===== config.mk =====
export PLATFORM = sky130hd
export DESIGN_NAME = uart_tx_ctrl
export DESIGN_NICKNAME = d
export VERILOG_FILES = /design/src/rtl/uart_pkg.sv /design/src/rtl/uart_baud_tick.sv /design/src/rtl/uart_tx_ctrl.sv
export SDC_FILE = /design/constraint.sdc
export NUM_CORES = 1
export LEC_CHECK = 0
export BUFFER_PORTS_ARGS = -buffer_cell sky130_fd_sc_hd__buf_4
export CAP_MARGIN = 20
export CORE_MARGIN = 1
export CORE_UTILIZATION = 50
export CTS_CLUSTER_DIAMETER = 40
export CTS_CLUSTER_SIZE = 14
export DETAILED_ROUTE_END_ITERATION = 7
export MAX_ROUTING_LAYER = met4
export PLACE_DENSITY = 0.86
export SLEW_MARGIN = 20
export SYNTH_ARGS = -nofsm -noshare
export SYNTH_HDL_FRONTEND = slang
export SYNTH_SLANG_ARGS = --single-unit

===== constraint.sdc =====
create_clock -name clk -period 2.27 [get_ports clk]
set_input_delay 0.227 -clock clk [delete_from_list [all_inputs] [get_ports clk]]
set_output_delay 0.227 -clock clk [all_outputs]
set_load 0.005 [all_outputs]

===== src/rtl/uart_pkg.sv =====
// Shared UART types and constants.
// Frame state encoding, default baud divider and parity helper.
package uart_pkg;

  typedef enum logic [2:0] {
    IDLE,
    START,
    DATA,
    PARITY,
    STOP
  } tx_state_t;

  localparam int CLKS_PER_BIT_DEFAULT = 87;
  localparam int UART_DATA_W = 8;

  // data must already be masked to the frame width
  function automatic logic frame_parity(
    input logic [UART_DATA_W-1:0] data,
    input logic                   odd
  );
    return (^data) ^ odd;
  endfunction

endpackage


===== src/rtl/uart_baud_tick.sv =====
// Bit-period timer: tick in the last cycle of each bit period.
// Ports: clk, nrst (async low), restart (hold count at 0), tick.
module uart_baud_tick #(
  parameter int CLKS_PER_BIT = 87
) (
  input  logic clk,
  input  logic nrst,
  input  logic restart,
  output logic tick
);

  localparam int W = $clog2(CLKS_PER_BIT);
  localparam logic [W-1:0] LAST = W'(CLKS_PER_BIT - 1);

  logic [W-1:0] count;

  assign tick = (count == LAST);

  // every non-idle state change lands on a tick, so the
  // wrap to zero doubles as the restart for the next state
  always_ff @(posedge clk or negedge nrst) begin
    if (!nrst) begin
      count <= '0;
    end else if (restart || tick) begin
      count <= '0;
    end else begin
      count <= count + 1'b1;
    end
  end

endmodule


===== src/rtl/uart_tx_ctrl.sv =====
// UART transmit controller: start, data LSB-first, parity, stop.
// Ports: clk, nrst, tx_data/tx_valid/tx_ready, busy, done, txd, cnt_*.
import uart_pkg::*;

module uart_tx_ctrl #(
  parameter int CLKS_PER_BIT = CLKS_PER_BIT_DEFAULT,
  parameter int DATA_BITS    = 8,
  parameter int PARITY_EN    = 0,
  parameter int PARITY_ODD   = 0,
  parameter int STOP_BITS    = 1
) (
  input  logic                   clk,
  input  logic                   nrst,
  input  logic [UART_DATA_W-1:0] tx_data,
  input  logic                   tx_valid,
  output logic                   tx_ready,
  output logic                   busy,
  output logic                   done,
  output logic                   txd,
  output logic                   cnt_enable,
  output logic                   cnt_clear,
  input  logic [3:0]             cnt_value
);

  localparam logic [3:0] LAST_IDX = 4'(DATA_BITS - 1);
  localparam logic [UART_DATA_W-1:0] DATA_MASK =
    UART_DATA_W'((1 << DATA_BITS) - 1);
  localparam logic STOP_LAST = 1'(STOP_BITS - 1);
  localparam logic ODD = 1'(PARITY_ODD);

  tx_state_t              state;
  logic [UART_DATA_W-1:0] shift;
  logic                   par;
  logic                   stop_cnt;
  logic                   tick;
  logic                   last_bit;

  // out-of-range index also ends DATA
  assign last_bit = (cnt_value >= LAST_IDX);

  assign tx_ready   = (state == IDLE);
  assign busy       = (state != IDLE);
  assign cnt_clear  = (state == IDLE) || (state == START);
  assign cnt_enable = (state == DATA) && tick && !last_bit;

  uart_baud_tick #(
    .CLKS_PER_BIT(CLKS_PER_BIT)
  ) u_baud (
    .clk    (clk),
    .nrst   (nrst),
    .restart(state == IDLE),
    .tick   (tick)
  );

  always_ff @(posedge clk or negedge nrst) begin
    if (!nrst) begin
      state    <= IDLE;
      txd      <= 1'b1;
      done     <= 1'b0;
      shift    <= '0;
      par      <= 1'b0;
      stop_cnt <= 1'b0;
    end else begin
      done <= 1'b0;
      unique case (state)
        IDLE: begin
          if (tx_valid) begin
            shift <= tx_data & DATA_MASK;
            par   <= frame_parity(tx_data & DATA_MASK, ODD);
            txd   <= 1'b0;
            state <= START;
          end
        end
        START: begin
          if (tick) begin
            txd   <= shift[0];
            state <= DATA;
          end
        end
        DATA: begin
          if (tick) begin
            shift <= shift >> 1;
            if (last_bit) begin
              stop_cnt <= 1'b0;
              if (PARITY_EN != 0) begin
                txd   <= par;
                state <= PARITY;
              end else begin
                txd   <= 1'b1;
                state <= STOP;
              end
            end else begin
              txd <= shift[1];
            end
          end
        end
        PARITY: begin
          if (tick) begin
            txd      <= 1'b1;
            stop_cnt <= 1'b0;
            state    <= STOP;
          end
        end
        STOP: begin
          if (tick) begin
            if (stop_cnt == STOP_LAST) begin
              done  <= 1'b1;
              state <= IDLE;
            end else begin
              stop_cnt <= 1'b1;
            end
          end
        end
        default: begin
          txd   <= 1'b1;
          state <= IDLE;
        end
      endcase
    end
  end

endmodule


==> impl_metrics.tcl, run 1 <==
set metrics [dict create \
    via_per_inst 5.483 \
    required_ps 2040 \
    ios 21 \
    skew_ps 8.670 \
    ant_nets 0 \
    gp_congestion 0.8008 \
    ys_async_sr_fraction 1.000 \
    synth_area_leaders "dfrtp_1 (45%), mux2i_1 (7.6%), nor2_1 (5.0%)" \
    cts.clk_slew.worst_paths_ps 120 \
    n_antenna_cell 0 \
    worst-slew-pin-transition_ps 651.1 \
    hpwl_mm 1.417 \
    critPathTopFamily "simple AND/OR/NAND/NOR gates" \
    grt_pass1_vias 705 \
    finish.utilization 0.6326 \
    antenna_found_initial 0 \
    min_to "shift[7]" \
    dieArea_mm2 0.002303 \
    synth_area_mm2 0.001057 \
    hold_violations 0 \
    drc 0 \
    pre_cts_ws_ps 538.6 \
    setup_viol 0 \
    fin_crit_sh 0.9263 \
    slowest_delay_ps 440 \
    grt_max_degree 21 \
    ys_ff_latch 20 \
    setup_tns_ps 0 \
    drt-initial-drc-count 20 \
    grt_usage 0.1968 \
    layout_setup_ws_ps 167.4 \
    grt_pass1_wl_mm 2.994 \
    finalWirelength_mm 2.013 \
    die_h_um 47.99 \
    start_kind "flip-flop" \
    cts_tree "yes" \
    synth_edf_count 0 \
    ys_top_cells_by_count "dfrtp_1 (19), nor2_1 (14), mux2i_1 (8)" \
    cp_cell_sequence "inv_1, ha_1, and4bb_1, and3_2, nand2_1, nor3b_1, buf_4" \
    yosysMostFrequentCell "dfrtp_1" \
    synth_cell_types 32 \
    r2r_setup_slack_ps 500 \
    rsz0062_at_grt "no" \
    ff2ff_path_depth 4 \
    post_drt_wl_per_cell_um 13.88 \
    synth_area_leader_cell "dfrtp_1" \
    worstSetupEndpointType "primary output" \
    p_per_area_mw_per_mm2 844.1 \
    hp-class "input port to flip-flop" \
    port_buffers 20 \
    clk_latency_ps 300 \
    arrival_ps 1880 \
    status "finished clean" \
    period_minus_slack_ps 2103 \
    max-vdd-ir-drop_mv 0.5518 \
    synth_flop_cell "dfrtp_1" \
    final_layout_size_suffix_gt1_frac 0.2966 \
    seq_area_frac_synth 0.4746 \
    min_from "tx_data[7]" \
    cts.sinks 20 \
    yosysWarnings 0 \
    nFillCells 159 \
    fin_nets 136 \
    crit_slowest_cell "dfrtp_1" \
    r2r_end "shift[0]" \
    postCtsSetupBuffers 0 \
    fmax_mhz 475.6 \
    netlist_instances 98 \
    critPathBufInv 2 \
    cp_max_fo 5 \
    syn_nets 115 \
    cap_viol_max_count 0 \
    cts_resized 0 \
    holdPathStages 2 \
    die_w_um 47.99 \
    p_leak_uw 0.0005459 \
    cts-buffers-inserted 3 \
    critPathKind "flip-flop to primary output" \
    start_util 0.5335 \
    core_area_mm2 0.001982 \
    slew_violations 0 \
    row_count 16 \
    grt_overflow_total 0 \
    r2r-start "state[1]" \
    cts_buffer_depth 2 \
    first_pass_iters 4 \
    area_growth_pct 18.58 \
    netlist.area_leader.share 0.4497 \
    cts_root_buffer "clkbuf_4" \
    syn_area_per_cell_um2 10.79 \
    vias 795 \
    htree_levels 1 \
    slew_headroom 0.5659 \
]
==> through the flow <==
step | hold slack, ps | instance area (µm²) | total power (µW) | instances
3_3_place_gp | 120.6 | 1191 | 750.5 | 140
5_1_grt | 185.3 | 1254 | 1122 | 145
3_5_place_dp | 121.7 | 1191 | 770.1 | 140
2_1_floorplan | -68.59 | 1057 | 690.0 | 98
4_1_cts | 192.3 | 1254 | 1063 | 145
6_report | 195.3 | 1254 | 1058 | 145
==> logic make-up after synthesis <==
group,share of synthesized area
simple gates,0.1479
compound gates,0.1716
flops,0.4746
buf+inv,0.06508
mux,0.07574
xor+xnor,0.04143
fa+ha+maj,0.02366
==> cell usage in the layout (no fill, tap or decap), types with 2 or more instances in the layout <==
cell	instances
a31oi_2	2
nor3b_1	2
inv_1	3
nand3_1	4
nand2_1	5
mux2i_1	8
ha_1	2
buf_4	21
nor3_1	2
a31oi_1	5
clkbuf_4	3
xor2_1	3
xnor2_1	2
a21oi_1	3
a21oi_2	4
dfrtp_1	19
nor2_1	14
==> power by group <==
part           internal [µW]  total, µW  leakage (µW)  switching [µW]
registers                447        539      0.000242            91.9
logic                    118        227      0.000276             109
clock network            178        292     0.0000279             114
==> worst max-delay path by stage <==
stage                    startpoint    endpoint  slack [ps]  cells after the start
floorplan           u_baud.count[0]    shift[3]         740                      7
global placement    u_baud.count[0]  cnt_enable         560                      7
detailed placement  u_baud.count[0]  cnt_enable         540                      7
CTS                 u_baud.count[0]  cnt_enable         180                      7
global route        u_baud.count[0]  cnt_enable          30                      7
finish              u_baud.count[0]  cnt_enable         170                      7
==> per-layer routing <==
layer / GRT usage / share of wire
met2: 0.2919 / 0.47
met1: 0.2635 / 0.49
met3: 0.03396 / 0.032
met5: - / 0
met4: 0.08333 / 0.0050
==> what timing repair did <==
action | 4_1_cts | 5_1_grt
setup endpoints to repair | 0 | 0
endpoints found under the hold margin | 19 | 0
hold buffers | 1 | 0
==> final cells by class <==
type	instances	area [µm²]	area share
clock buffer	3	22.52	0.01796
clock inverter	1	30.03	0.02395
inverter	3	11.26	0.008982
multi-input combinational	69	486.7	0.3882
sequential	20	501.7	0.4002
tap	27	33.78	0.02695
timing repair buffer	22	167.7	0.1337
==> state kept, by name, summed over array words and instances (netlist names) <==
signal / flops
done: 1
u_baud.count: 7
txd: 1
shift: 8
state: 3
Power figures use the tool's default switching activity.
==> inputs of run 2 (changes only) <==
--- a/config.mk
+++ b/config.mk
@@ -12,6 +12,8 @@
 export CTS_CLUSTER_DIAMETER = 40
 export CTS_CLUSTER_SIZE = 14
 export DETAILED_ROUTE_END_ITERATION = 7
+export GPL_ROUTABILITY_DRIVEN = 0
+export GPL_TIMING_DRIVEN = 0
 export MAX_ROUTING_LAYER = met4
 export PLACE_DENSITY = 0.86
 export SLEW_MARGIN = 20
==> run 2 against run 1 <==
Against the previous run:
- die area did not move
- routed wire length shrank 4.4%
- setup slack better by 51 ps
- non-clock buffer count rose by 5
- power shrank 8.8%
- clock skew shrank 7.0 ps
- critical path depth unchanged
- clock-buffer cell count grew 1
- via count grew 1.5%
- first-iteration DRC count is 40% lower
- global-route usage rose by 0.39 points
- critical endpoint unchanged
==> impl_metrics.tcl, run 2 (synthesized netlist as in run 1, its figures left out) <==
set metrics [dict create \
    port_buffers 20 \
    ant_nets 0 \
    grt_overflow_total 0 \
    cp_max_fo 5 \
    power_frac_comb 0.239 \
    hpwl_mm 1.436 \
    post_drt_wl_per_cell_um 12.83 \
    final_cell_mix "buf_4 (20), dfrtp_1 (19), nor2_1 (14)" \
    holdBufCountCts 1 \
    antenna_found_initial 0 \
    cp_cell_sequence "inv_1, ha_1, and4bb_1, and3_2, nand2_1, nor3b_1, buf_4" \
    fmax_mhz 487.4 \
    hold_violations 0 \
    final_layout_size_suffix_gt1_frac 0.3252 \
    area_growth_pct 21.77 \
    n_antenna_cell 0 \
    cts-buffers-inserted 3 \
    largest_reg_flops 8 \
    worstSetupEndpointType "primary output" \
    netSwitchingFraction 0.3091 \
    period_minus_slack_ps 2052 \
    skew_ps 1.630 \
    dieArea_mm2 0.002303 \
    die_h_um 47.99 \
    grt_usage 0.2006 \
    arrival_ps 1820 \
    clk_latency_ps 290 \
    slew_headroom 0.6483 \
    rsz0062_at_grt "no" \
    slowest_delay_ps 430 \
    start_kind "flip-flop" \
    critPathKind "flip-flop to primary output" \
    internal_power_uw 666.9 \
    grt_pass1_wl_mm 3.063 \
    reg_top3 "shift: 8 flops, u_baud.count: 7 flops, state: 3 flops" \
    fin_crit_sh 0.9039 \
    htree_levels 1 \
    mostFrequentLayoutCell "buf_4" \
    finalWirelength_mm 1.925 \
    cts_resized 0 \
    slew_violations 0 \
    setup_viol 0 \
    cts_root_buffer "clkbuf_4" \
    drc 0 \
    die_w_um 47.99 \
    first_pass_iters 4 \
    grt_pass1_vias 713 \
    cts_buffer_depth 2 \
    worst-slew-pin-transition_ps 524.0 \
    postCtsSetupBuffers 0 \
    p_clk_frac 0.209 \
    setup_tns_ps 0 \
    ios 21 \
    cap_viol_max_count 0 \
    hp-class "input port to flip-flop" \
    row_count 16 \
    hold_ws_ps 193.9 \
    cts.clk_slew.worst_paths_ps 110 \
    vias 807 \
    core_area_mm2 0.001982 \
    status "finished clean" \
    crit_slowest_cell "dfrtp_1" \
    fin_nets 141 \
    grt_max_degree 21 \
    power_frac_seq 0.552 \
    max-vdd-ir-drop_mv 0.4358 \
    p_leak_uw 0.0005695 \
    cts.sinks 20 \
    drt-initial-drc-count 12 \
    start_util 0.5335 \
    switching_power_uw 298.4 \
    largest-register "shift" \
    via_per_inst 5.380 \
    p_per_area_mw_per_mm2 749.7 \
    required_ps 2040 \
    cts_tree "yes" \
]
-- run 2: cell count changes in the layout (fill, tap and decap cells not counted), sizes merged --
cell    previous run  this run
clkbuf             3         5
bufinv             1         0
buf               21        25
-- run 2: per-layer routing --
layer  global-route usage  wire length, µm
met1               0.2582              916
met4              0.08333                8
met3              0.03774               90
met2               0.3081              910
met5                    -                0
-- run 2: final timing paths --
| path | slack, ps | startpoint | cells after the start | endpoint |
|---|---|---|---|---|
| setup reg to reg | 590 | u_baud.count[0] | 7 | shift[6] |
| hold reg to reg | 520 | u_baud.count[0] | 1 | u_baud.count[0] |
| setup / recovery | 220 | u_baud.count[0] | 7 | cnt_enable |
| max in group asynchronous | 1670 | nrst | 2 | txd |
| hold / removal | 190 | tx_data[7] | 2 | shift[7] |
| min in group asynchronous | 330 | nrst | 2 | u_baud.count[2] |
-- run 2: power groups by stage --
stage	Clock (µW)	Sequential, µW	Combinational [µW]
floorplan	0	517	173
global placement	0	532	219
detailed placement	0	539	234
CTS	207	534	234
global route	226	550	270
finish	202	533	230
-- run 2: worst max-delay path: cells and delay by family (launching register included) --
family	cells	cell delay, ps
and+or+nand+nor	4	760
adders and majority gates	1	130
DFF	1	430
buffers and inverters	2	220
-- run 2: final cells by class --
cell class                      instances  area (µm²)
Fill cell                             163       694.4
Sequential cell                        20       501.7
Multi-Input combinational cell         69       486.7
Timing Repair Buffer                   21       160.2
Buffer                                  6       57.56
Clock buffer                            4       36.28
Tap cell                               27       33.78
Inverter                                3       11.26
-- run 2: through the flow --
stage | instance area [µm²] | utilization | total power (µW) | instances | setup WS [ps]
final | 1287 | 0.6496 | 965.3 | 150 | 218.2
after global routing | 1287 | 0.6496 | 1046 | 150 | 26.31
after CTS | 1287 | 0.6496 | 974.8 | 150 | 195.6
after detailed placement | 1241 | 0.6263 | 773.1 | 145 | 542.4
after global placement | 1241 | 0.6263 | 751.6 | 145 | 586.0
after floorplan | 1057 | - | 690.0 | 98 | 740.7
